**config.mk**
```make
export PLATFORM = sky130hd
export DESIGN_NAME = axi4lite_reg_slave
export DESIGN_NICKNAME = d
export VERILOG_FILES = /design/src/rtl/axi_pkg.sv /design/src/rtl/axi4lite_reg_slave.sv
export SDC_FILE = /design/constraint.sdc
export NUM_CORES = 1
export LEC_CHECK = 0
export CAP_MARGIN = 5
export CORE_AREA = 5 5 265 267
export CTS_BUF_LIST = sky130_fd_sc_hd__clkbuf_4
export DETAILED_ROUTE_END_ITERATION = 12
export DIE_AREA = 0 0 270 272
export GPL_TIMING_DRIVEN = 0
export MAX_ROUTING_LAYER = met4
export PLACE_DENSITY = 0.78
export SLEW_MARGIN = 20
export SYNTH_ARGS = -nofsm -noshare
export SYNTH_HDL_FRONTEND = slang
export SYNTH_SLANG_ARGS = --single-unit
```
**constraint.sdc**
```tcl
create_clock -name ACLK -period 3 [get_ports ACLK]
set_clock_uncertainty 0.05 [all_clocks]
set_input_delay 0.6 -clock ACLK [delete_from_list [all_inputs] [get_ports ACLK]]
set_output_delay 0.6 -clock ACLK [all_outputs]
set_load 0.005 [all_outputs]
```
**src/rtl/axi_pkg.sv**
```systemverilog
// Shared AXI definitions: response codes and address-decode helper.
package axi_pkg;

  typedef logic [1:0] axi_resp_t;

  localparam axi_resp_t RESP_OKAY   = 2'b00;
  localparam axi_resp_t RESP_SLVERR = 2'b10;
  localparam axi_resp_t RESP_DECERR = 2'b11;

  // Number of low address bits that select a byte inside one data word.
  function automatic int addr_lsb(input int data_width);
    return $clog2(data_width / 8);
  endfunction

endpackage

```
**src/rtl/axi4lite_reg_slave.sv**
```systemverilog
// AXI4-Lite responder exposing NUM_REGS read/write registers with byte strobes.
// AW and W are accepted independently and latched; a write commits on the
// edge where both are available. Reads return the pre-write value when a
// read and a write of the same register share an edge.
module axi4lite_reg_slave
  import axi_pkg::*;
#(
  parameter int ADDR_WIDTH = 32,
  parameter int DATA_WIDTH = 32,
  parameter int NUM_REGS   = 16
) (
  input  logic                           ACLK,
  input  logic                           ARESETn,
  input  logic [ADDR_WIDTH-1:0]          AWADDR,
  input  logic [2:0]                     AWPROT,
  input  logic                           AWVALID,
  output logic                           AWREADY,
  input  logic [DATA_WIDTH-1:0]          WDATA,
  input  logic [DATA_WIDTH/8-1:0]        WSTRB,
  input  logic                           WVALID,
  output logic                           WREADY,
  output logic [1:0]                     BRESP,
  output logic                           BVALID,
  input  logic                           BREADY,
  input  logic [ADDR_WIDTH-1:0]          ARADDR,
  input  logic [2:0]                     ARPROT,
  input  logic                           ARVALID,
  output logic                           ARREADY,
  output logic [DATA_WIDTH-1:0]          RDATA,
  output logic [1:0]                     RRESP,
  output logic                           RVALID,
  input  logic                           RREADY,
  output logic [NUM_REGS*DATA_WIDTH-1:0] reg_q,
  output logic [NUM_REGS-1:0]            wr_pulse
);

  localparam int STRB_W = DATA_WIDTH / 8;
  localparam int LSB    = addr_lsb(DATA_WIDTH);
  localparam int IDX_W  = (NUM_REGS > 1) ? $clog2(NUM_REGS) : 1;

  // Write-side state
  logic                  r_aw_held;
  logic                  r_w_held;
  logic [ADDR_WIDTH-1:0] r_awaddr;
  logic [DATA_WIDTH-1:0] r_wdata;
  logic [STRB_W-1:0]     r_wstrb;
  logic                  r_bvalid;
  axi_resp_t             r_bresp;
  logic [NUM_REGS-1:0]   r_wr_pulse;
  logic [DATA_WIDTH-1:0] r_regs [NUM_REGS];

  // Read-side state
  logic                  r_rvalid;
  axi_resp_t             r_rresp;
  logic [DATA_WIDTH-1:0] r_rdata;

  // Handshake and decode nets
  logic                  w_awready;
  logic                  w_wready;
  logic                  w_arready;
  logic                  w_aw_hs;
  logic                  w_w_hs;
  logic                  w_ar_hs;
  logic                  w_commit;
  logic [ADDR_WIDTH-1:0] w_waddr;
  logic [DATA_WIDTH-1:0] w_wdata;
  logic [STRB_W-1:0]     w_wstrb;
  logic [ADDR_WIDTH-1:0] w_wr_word;
  logic                  w_wr_in_range;
  logic [IDX_W-1:0]      w_wr_idx;
  logic [ADDR_WIDTH-1:0] w_rd_word;
  logic                  w_rd_in_range;
  logic [IDX_W-1:0]      w_rd_idx;
  logic                  w_unused;

  // Protection attributes carry no meaning for this register bank.
  assign w_unused = ^{AWPROT, ARPROT, RESP_DECERR};

  // Ready flags are pure functions of local flops.
  assign w_awready = !r_aw_held && !r_bvalid;
  assign w_wready  = !r_w_held && !r_bvalid;
  assign w_arready = !r_rvalid;

  assign w_aw_hs = AWVALID && w_awready;
  assign w_w_hs  = WVALID && w_wready;
  assign w_ar_hs = ARVALID && w_arready;

  // A channel counts as available when latched earlier or handshaking now.
  assign w_commit = (r_aw_held || w_aw_hs) && (r_w_held || w_w_hs);

  assign w_waddr = r_aw_held ? r_awaddr : AWADDR;
  assign w_wdata = r_w_held ? r_wdata : WDATA;
  assign w_wstrb = r_w_held ? r_wstrb : WSTRB;

  // Word-index decode; byte-offset bits are dropped, so unaligned addresses truncate.
  assign w_wr_word     = w_waddr >> LSB;
  assign w_wr_in_range = (w_wr_word < ADDR_WIDTH'(NUM_REGS));
  assign w_wr_idx      = w_wr_word[IDX_W-1:0];

  assign w_rd_word     = ARADDR >> LSB;
  assign w_rd_in_range = (w_rd_word < ADDR_WIDTH'(NUM_REGS));
  assign w_rd_idx      = w_rd_word[IDX_W-1:0];

  // Write channel: latch AW/W, commit strobed bytes, raise and retire BVALID.
  always_ff @(posedge ACLK or negedge ARESETn) begin
    if (!ARESETn) begin
      r_aw_held  <= 1'b0;
      r_w_held   <= 1'b0;
      r_awaddr   <= '0;
      r_wdata    <= '0;
      r_wstrb    <= '0;
      r_bvalid   <= 1'b0;
      r_bresp    <= RESP_OKAY;
      r_wr_pulse <= '0;
      for (int i = 0; i < NUM_REGS; i++) begin
        r_regs[i] <= '0;
      end
    end else begin
      r_wr_pulse <= '0;
      if (w_commit) begin
        r_aw_held <= 1'b0;
        r_w_held  <= 1'b0;
        r_bvalid  <= 1'b1;
        if (w_wr_in_range) begin
          for (int k = 0; k < STRB_W; k++) begin
            if (w_wstrb[k]) begin
              r_regs[w_wr_idx][k*8 +: 8] <= w_wdata[k*8 +: 8];
            end
          end
          r_wr_pulse[w_wr_idx] <= 1'b1;
          r_bresp              <= RESP_OKAY;
        end else begin
          r_bresp <= RESP_SLVERR;
        end
      end else begin
        if (w_aw_hs) begin
          r_aw_held <= 1'b1;
          r_awaddr  <= AWADDR;
        end
        if (w_w_hs) begin
          r_w_held <= 1'b1;
          r_wdata  <= WDATA;
          r_wstrb  <= WSTRB;
        end
        if (r_bvalid && BREADY) begin
          r_bvalid <= 1'b0;
        end
      end
    end
  end

  // Read channel: capture register (or zero/SLVERR) on AR, hold until RREADY.
  always_ff @(posedge ACLK or negedge ARESETn) begin
    if (!ARESETn) begin
      r_rvalid <= 1'b0;
      r_rresp  <= RESP_OKAY;
      r_rdata  <= '0;
    end else begin
      if (w_ar_hs) begin
        r_rvalid <= 1'b1;
        if (w_rd_in_range) begin
          r_rdata <= r_regs[w_rd_idx];
          r_rresp <= RESP_OKAY;
        end else begin
          r_rdata <= '0;
          r_rresp <= RESP_SLVERR;
        end
      end else if (r_rvalid && RREADY) begin
        r_rvalid <= 1'b0;
      end
    end
  end

  // Flatten the register array onto the fabric-facing bus.
  for (genvar g = 0; g < NUM_REGS; g++) begin : g_reg_q
    assign reg_q[g*DATA_WIDTH +: DATA_WIDTH] = r_regs[g];
  end

  assign AWREADY  = w_awready;
  assign WREADY   = w_wready;
  assign ARREADY  = w_arready;
  assign BVALID   = r_bvalid;
  assign BRESP    = r_bresp;
  assign RVALID   = r_rvalid;
  assign RRESP    = r_rresp;
  assign RDATA    = r_rdata;
  assign wr_pulse = r_wr_pulse;

endmodule

```
==> results of run 1 <==
[registers in the layout, summed over array words and instances, names as in the netlist]
register / count
r_wdata: 32
RRESP: 1
BVALID: 1
RDATA: 32
r_awaddr: 30
reg_q: 512
r_wstrb: 4
BRESP: 1
r_w_held: 1
r_aw_held: 1
RVALID: 1
wr_pulse: 16
[power breakdown]
part	leakage, nW	internal [W]	switching (W)
Sequential	8.68	0.00900	0.000294
Combinational	8.41	0.00124	0.00214
Clock	1.27	0.00394	0.00367
[stage by stage]
stage | worst slack, ns | hold WS, ns | cells
final | 0.136 | 0.161 | 3736
after detailed placement | -1.24 | 0.438 | 3409
after global placement | -25.74 | 0.431 | 3401
after CTS | -0.176 | 0.0234 | 3717
after global routing | 0.00435 | 0.0695 | 3734
after floorplan | 0.310 | 0.254 | 1854
[worst max-delay path, cell delays in order (launching register included)]
cell	delay, ns
dfrtp_1	0.39
or4_1	0.58
mux2i_4	0.19
buf_12	0.15
nor3b_2	0.38
buf_6	0.32
nand3_4	0.27
mux2_2	0.36
[placed cells by master (no fill, tap or decap), types with 24 or more instances in the layout]
cell	count
a21oi_1	41
dfrtp_1	631
a22o_1	34
a211oi_1	32
clkbuf_1	58
clkbuf_4	256
nor3_4	36
clkinv_1	26
mux2_1	58
nor2_1	24
nor2b_1	32
mux2i_1	37
mux4_2	128
mux2_2	553
nand3_4	31
clkdlybuf4s50_1	662
[repair_timing]
item	CTS	global route
setup buffers	16	9
resized for setup	50	9
endpoints found under the hold margin	190	0
setup endpoints to repair	330	302
hold buffers	2	0
pin swaps	17	7
[final cells by class]
type	instances	area, um^2	share of cell area, %
clock inverters	39	200	0.501
plain buffers	109	549	1.37
clock buffers	254	1910	4.77
flip-flops and latches	632	15800	39.6
repair buffers	700	7310	18.3
inverters	7	26.3	0.0657
diodes	11	27.5	0.0689
well taps	882	1100	2.76
multi-input cells	1102	13000	32.6
[per-layer routing]
metal / share of wire (%) / wire length [um]
met1: 37 / 42700
met2: 50 / 56700
met3: 8.7 / 9890
met4: 4.0 / 4590
met5: 0 / 0
[final timing paths]
check / start / to / slack, ns / cells past startpoint
setup / recovery: r_awaddr[27] / reg_q[300] / 0.14 / 7
hold / removal: BREADY / BVALID / 0.16 / 2
setup reg to reg: r_awaddr[27] / reg_q[300] / 0.14 / 7
hold reg to reg: r_wdata[24] / r_wdata[24] / 0.45 / 1
max in group asynchronous: ARESETn / RDATA[4] / 0.70 / 6
min in group asynchronous: ARESETn / r_wdata[23] / 0.17 / 2
[logic make-up (layout without fill, tap and decap cells)]
family | count (synthesis) | count (layout)
other | 1 | 13
buffers and inverters | 120 | 1109
AOI/OAI and AO/OA | 118 | 118
muxes | 777 | 777
DFF | 632 | 632
and+or+nand+nor | 205 | 205
==> flow_metrics.py, run 1 <==
metrics = {
    "logic_synthesis": {
        "synth_cells": 1853,
        "async_flop_share_pct": 100,
        "synthXorXnorAreaFrac_pct": 0,
        "synth_edf_count": 0,
        "synth_commonest_cells": "dfrtp_1, mux2_2, mux4_2, clkbuf_1, mux2_1",
        "ys_seq_elements": 632,
        "syn_avg_cell_area_um2": 15.7,
        "netlist.area_leader.share_pct": 54.3,
        "synth_top_cell_by_area": "dfrtp_1",
        "synthSimpleGateAreaFrac_pct": 6.24,
        "synthAdderAreaFrac_pct": 0,
        "yosysSeqAreaShare_pct": 54.3,
        "synth_compound_area_share_pct": 2.86,
        "synthFlopType": "dfrtp_1",
        "ys_types": 43,
        "post-synth-top-count-cell": "dfrtp_1",
        "synth_top_family_by_area": "multiplexers",
        "yosysWarningCount": 0,
        "netlist_area_um2": 29200,
        "muxShareOfSynthArea_pct": 34.8,
        "synthTopCellsByArea": "dfrtp_1, mux2_2, mux4_2",
    },
    "cells_and_area": {
        "layout-drive-gt1-share_pct": 39.4,
        "syn_to_final_growth_pct": 37.1,
        "fin_nets": 2834,
        "final_core_util_pct": 58.9,
        "final_design_area_no_fill_um2": 40000,
        "fillers": 5197,
    },
    "timing": {
        "final-setup-viol-count": 0,
        "tightest_slew_ns": 1.11,
        "max_freq_ghz": 0.349,
        "rsz0062_at_grt": "false",
        "fin_setup_tns_ns": 0,
        "hold_viol": 0,
        "relSlewSlack_pct": 25.8,
        "finalCritPeriodShare_pct": 95.5,
        "drv_slew": 0,
        "fin_crit_ns": 2.86,
    },
    "cts": {
        "clkTransAtPathRegs_ns": 0.06,
        "cts.sinks": 632,
        "h-tree-depth": 4,
        "cts_buffer_depth": 3,
        "cts_made_buffers": 169,
        "cts_tree": "done",
        "cts_root_buf": "clkbuf_4",
        "clk_latency_ns": 1.00,
    },
    "placed_design": {
        "gp_congestion": 0.913,
        "io_buffers": 665,
        "dp_hpwl_um": 85200,
        "place_area_um2": 37200,
    },
    "critical_path": {
        "crit_fanout": 10,
        "required_ns": 3.78,
        "critPathKind": "reg2reg",
        "critPathLaunchType": "flip-flop",
        "crit_arrival_ns": 3.65,
        "cp-end-kind": "flip-flop",
    },
    "status": {
        "status": "complete, no violations",
    },
    "global_routing": {
        "first_global_vias": 23300,
        "grt_max_degree": 105,
        "gr-max-usage-layer": "met2",
        "grt_pass1_wl_um": 164000,
        "grt_overflow_total": 0,
        "use_met1_pct": 36.1,
        "use_met3_pct": 9.47,
        "grt_use_met2_pct": 51.5,
        "groute.usage.overall_pct": 31.2,
        "antenna_found_initial": 11,
    },
    "detailed_routing": {
        "drt-pass1-iter-count": 5,
        "drt-wirelength-per-cell_um": 30.5,
        "drtIter0Drc": 1558,
        "vias": 21800,
        "vias_per_cell": 5.84,
        "ant_nets": 0,
        "wl_um": 114000,
        "drc": 0,
    },
    "power": {
        "total_leakage_power_nw": 18.4,
        "finalPower_w": 0.0203,
        "vdd_drop_max_v": 0.000366,
        "powerDensity_nw_per_um2": 507,
    },
    "die": {
        "num_rows": 96,
        "core_um2": 67900,
        "die_x_um": 270,
        "io_pins": 682,
        "start_util_pct": 43.0,
        "die_h_um": 272,
        "dieArea_um2": 73400,
    },
    "run": {
        "cap_violations": 0,
    },
    "worst_hold_path": {
        "hold_path_class": "in2reg",
    },
}
(Power assumes the default switching activity.)
==> run 2: changes to the inputs <==
SLEW_MARGIN = 25   (was 20)
==> flow_metrics.py, run 2 (synthesized netlist as in run 1, its figures left out) <==
metrics = {
    "status": {
        "status": "complete, no violations",
    },
    "global_routing": {
        "use_met1_pct": 36.6,
        "grt_overflow_total": 0,
        "use_met3_pct": 9.11,
        "grt_use_met2_pct": 52.2,
        "gr-max-usage-layer": "met2",
        "groute.usage.overall_pct": 31.3,
        "antenna_found_initial": 13,
        "grt_max_degree": 94,
        "grt_pass1_wl_um": 164000,
        "first_global_vias": 23300,
    },
    "detailed_routing": {
        "drt-wirelength-per-cell_um": 30.5,
        "drtIter0Drc": 1665,
        "drc": 0,
        "drt-pass1-iter-count": 6,
        "vias_per_cell": 5.83,
        "ant_nets": 0,
        "vias": 21800,
        "wl_um": 114000,
    },
    "cells_and_area": {
        "fin_nets": 2834,
        "syn_to_final_growth_pct": 37.2,
        "final_common_cell": "clkdlybuf4s50_1",
        "final_core_util_pct": 58.9,
        "layout-drive-gt1-share_pct": 39.5,
        "fillers": 5199,
        "largest_reg_flops": 512,
        "seq_area_um2": 15800,
        "multi_input_area_um2": 13000,
        "final_cell_mix": "clkdlybuf4s50_1, dfrtp_1, mux2_2",
    },
    "critical_path": {
        "max_stage_delay_ns": 0.57,
        "cp_slowest_cell": "buf_2",
        "critPathKind": "reg2reg",
        "required_ns": 3.80,
        "critPathTopFamily": "simple AND/OR/NAND/NOR gates",
        "crit_buf_inv": 2,
        "r2r_cells": 7,
        "critPathLaunchType": "flip-flop",
        "path_cells": "buf_6 > nor4_1 > nand3_1 > a22oi_2 > buf_2 > nand3_2 > mux2_2",
        "crit_arrival_ns": 3.75,
        "crit_fanout": 10,
        "cp.depth": 7,
        "cp-end-kind": "flip-flop",
    },
    "placed_design": {
        "dp_hpwl_um": 85100,
        "io_buffers": 665,
        "gp_congestion": 0.913,
    },
    "die": {
        "die_x_um": 270,
        "die_h_um": 272,
        "num_rows": 96,
        "dieArea_um2": 73400,
        "start_util_pct": 43.0,
        "core_um2": 67900,
        "io_pins": 682,
    },
    "power": {
        "powerDensity_nw_per_um2": 511,
        "vdd_drop_max_v": 0.000397,
        "total_leakage_power_nw": 18.4,
        "finalPower_w": 0.0205,
    },
    "timing": {
        "drv_slew": 0,
        "fin_crit_ns": 2.95,
        "tightest_slew_ns": 1.08,
        "rsz0062_at_grt": "true",
        "finalCritPeriodShare_pct": 98.2,
        "whs_ns": 0.143,
        "hold_viol": 0,
        "max_freq_ghz": 0.339,
        "relSlewSlack_pct": 27.7,
        "final-setup-viol-count": 0,
    },
    "cts": {
        "cts_made_buffers": 169,
        "h-tree-depth": 4,
        "cts_tree": "done",
        "clkTransAtPathRegs_ns": 0.07,
        "cts_root_buf": "clkbuf_4",
        "cts_buffer_depth": 3,
        "clk_latency_ns": 1.01,
        "cts.sinks": 632,
    },
    "run": {
        "cap_violations": 0,
    },
    "worst_hold_path": {
        "hold_path_class": "in2async",
    },
}
-- run 2: final cells by class --
class | count | share of cell area, %
diodes | 11 | 0.0688
plain buffers | 109 | 1.36
clock buffers | 255 | 4.79
clock inverters | 35 | 0.575
inverters | 7 | 0.0657
multi-input cells | 1102 | 32.6
flip-flops and latches | 632 | 39.5
well taps | 882 | 2.76
repair buffers | 700 | 18.3
-- run 2: what timing repair did --
action | in CTS | in global routing
endpoints found under the hold margin | 164 | 0
endpoints found under the setup margin | 355 | 209
buffers inserted | 18 | 8
gates resized for setup | 42 | 10
pin swaps | 15 | 8
hold buffers | 1 | 0
-- run 2: per-stage QoR --
stage	area [um^2]	worst slack [ns]	setup TNS, ns	std cells
3_3_place_gp	36900	-25.74	-	3401
3_5_place_dp	37200	-1.28	-395.63	3409
2_1_floorplan	29200	0.310	0	1854
5_1_grt	40000	-0.0554	-0.927	3733
4_1_cts	39800	0.0126	0	3715
6_report	40000	0.0540	0	3733
-- run 2: path summary, 6_finish.rpt --
kind / startpoint / end / slack (ns)
setup / recovery: r_aw_held / reg_q[333] / 0.05
hold / removal: ARESETn / reg_q[468] / 0.14
setup reg to reg: r_aw_held / reg_q[333] / 0.05
hold reg to reg: r_wdata[4] / r_wdata[4] / 0.45
max in group asynchronous: ARESETn / RDATA[4] / 0.73
min in group ACLK: BREADY / BVALID / 0.15
-- run 2: where the power goes --
part / internal (W) / switching (W) / total [W]
logic: 0.00123 / 0.00213 / 0.00336
registers: 0.00900 / 0.000292 / 0.00929
clock network: 0.00411 / 0.00369 / 0.00780
total: 0.0143 / 0.00612 / 0.0205
-- run 2: worst register-to-register path, cell delays in order (launching register included) --
cell	delay, ns
dfrtp_1	0.41
buf_6	0.15
nor4_1	0.28
nand3_1	0.17
a22oi_2	0.31
buf_2	0.57
nand3_2	0.46
mux2_2	0.42
-- run 2: per-layer routing --
layer / vias up / routed length (um) / share of wire (%)
met5: - / 0 / 0
met4: 0 / 3970 / 3.5
met3: 255 / 9330 / 8.2
met2: 1177 / 57500 / 50
met1: 11400 / 43200 / 38
li1: 8890 / - / -
==> run 3: changes to the inputs <==
CORE_AREA = 4 4 264 266   (was 5 5 265 267)
DIE_AREA = 0 0 268 270   (was 0 0 270 272)
==> flow_metrics.py, run 3 (synthesized netlist as in run 1, its figures left out) <==
metrics = {
    "status": {
        "status": "complete, no violations",
    },
    "cts": {
        "cts_tree": "done",
        "cts_root_buf": "clkbuf_4",
        "cts.sinks": 632,
        "cts_made_buffers": 169,
        "h-tree-depth": 4,
        "cts_buffer_depth": 3,
        "clkTransAtPathRegs_ns": 0.07,
        "clk_latency_ns": 1.01,
    },
    "detailed_routing": {
        "drc": 0,
        "drt-wirelength-per-cell_um": 31.0,
        "wl_um": 115000,
        "drt-pass1-iter-count": 5,
        "vias_per_cell": 5.82,
        "vias": 21600,
        "drtIter0Drc": 1474,
        "ant_nets": 0,
    },
    "power": {
        "powerDensity_nw_per_um2": 505,
        "vdd_drop_max_v": 0.000329,
        "total_leakage_power_nw": 18.3,
    },
    "die": {
        "die_h_um": 270,
        "dieArea_um2": 72400,
        "num_rows": 95,
        "die_x_um": 268,
        "io_pins": 682,
        "core_um2": 67000,
        "start_util_pct": 43.5,
    },
    "critical_path": {
        "cp.depth": 7,
        "critPathKind": "reg2reg",
        "critPathLaunchType": "flip-flop",
        "max_stage_delay_ns": 0.67,
        "cp-end-kind": "flip-flop",
        "r2r_cells": 7,
        "crit_buf_inv": 2,
        "crit_fanout": 10,
        "required_ns": 3.85,
        "crit_arrival_ns": 3.83,
        "cp_slowest_cell": "buf_1",
        "path_cells": "nand2b_1 > clkbuf_2 > nor3_1 > nand4_1 > nor2_4 > buf_1 > a22o_1",
        "critPathTopFamily": "simple AND/OR/NAND/NOR gates",
    },
    "placed_design": {
        "gp_congestion": 0.951,
        "io_buffers": 665,
        "place_area_um2": 37100,
        "dp_hpwl_um": 85500,
    },
    "timing": {
        "final-setup-viol-count": 0,
        "finalCritPeriodShare_pct": 99.3,
        "max_freq_ghz": 0.336,
        "drv_slew": 0,
        "rsz0062_at_grt": "true",
        "relSlewSlack_pct": 27.9,
        "tightest_slew_ns": 1.05,
        "fin_crit_ns": 2.98,
        "hold_viol": 0,
        "whs_ns": 0.124,
    },
    "global_routing": {
        "grt_overflow_total": 0,
        "groute.usage.overall_pct": 32.2,
        "antenna_found_initial": 11,
        "grt_pass1_wl_um": 164000,
        "first_global_vias": 23100,
        "grt_max_degree": 100,
    },
    "cells_and_area": {
        "final_cell_mix": "clkdlybuf4s50_1, dfrtp_1, mux2_2",
        "fillers": 5211,
        "largest_reg_flops": 512,
        "fin_nets": 2831,
        "layout-drive-gt1-share_pct": 39.0,
        "final_common_cell": "clkdlybuf4s50_1",
        "syn_to_final_growth_pct": 36.7,
        "final_design_area_no_fill_um2": 39800,
    },
    "worst_hold_path": {
        "hold_path_class": "in2async",
    },
    "run": {
        "cap_violations": 0,
    },
}
-- run 3: layer usage --
metal	wire, um	global-route usage (%)
met1	42900	37.3
met4	4520	12.3
met5	0	-
met3	9530	9.73
met2	58000	53.0
-- run 3: worst paths after layout --
check	startpoint	end	slack [ns]
min reg2reg	r_wdata[5]	r_wdata[5]	0.45
max	RVALID	RDATA[12]	0.02
max in group asynchronous	ARESETn	reg_q[229]	0.98
max reg2reg	RVALID	RDATA[12]	0.02
min	ARESETn	reg_q[274]	0.12
min in group ACLK	RREADY	RVALID	0.13
-- run 3: timing repair --
action | in CTS | in global routing
resized for setup | 39 | 14
hold buffers | 1 | 0
hold endpoints to repair | 290 | 0
buffers inserted | 13 | 9
pin swaps | 15 | 11
endpoints found under the setup margin | 368 | 290
-- run 3: layout make-up --
class	instances	area, um^2	share of cell area (%)
diodes	10	25.0	0.0628
flip-flops and latches	632	15800	39.7
clock inverters	36	200	0.502
multi-input cells	1102	13000	32.7
well taps	873	1090	2.74
plain buffers	111	549	1.38
clock buffers	243	1820	4.58
inverters	7	26.3	0.0659
repair buffers	695	7280	18.3
-- run 3: power breakdown --
group | switching [W] | internal [W]
combinational | 0.00215 | 0.00122
sequential | 0.000293 | 0.00900
clock | 0.00359 | 0.00385
-- run 3: worst reg2reg max path, delay by kind of cell (launching register included) --
kind,cells,cell delay (ns)
compound gates,1,0.25
buf+inv,2,1.09
flops,1,0.41
simple gates,4,1.10
-- run 3: stage by stage --
| step | TNS, ns | total power [W] | std cells | setup WS (ns) | util [%] |
|---|---|---|---|---|---|
| after CTS | -0.257 | 0.0202 | 3690 | -0.0386 | 59.0 |
| after detailed placement | -399.76 | 0.0127 | 3399 | -1.20 | 55.4 |
| final | 0 | 0.0201 | 3709 | 0.0221 | 59.4 |
| after floorplan | 0 | 0.0113 | 1854 | 0.310 | - |
| after global placement | - | 0.0125 | 3392 | -25.90 | 55.0 |
| after global routing | -0.0442 | 0.0210 | 3707 | -0.0148 | 59.4 |
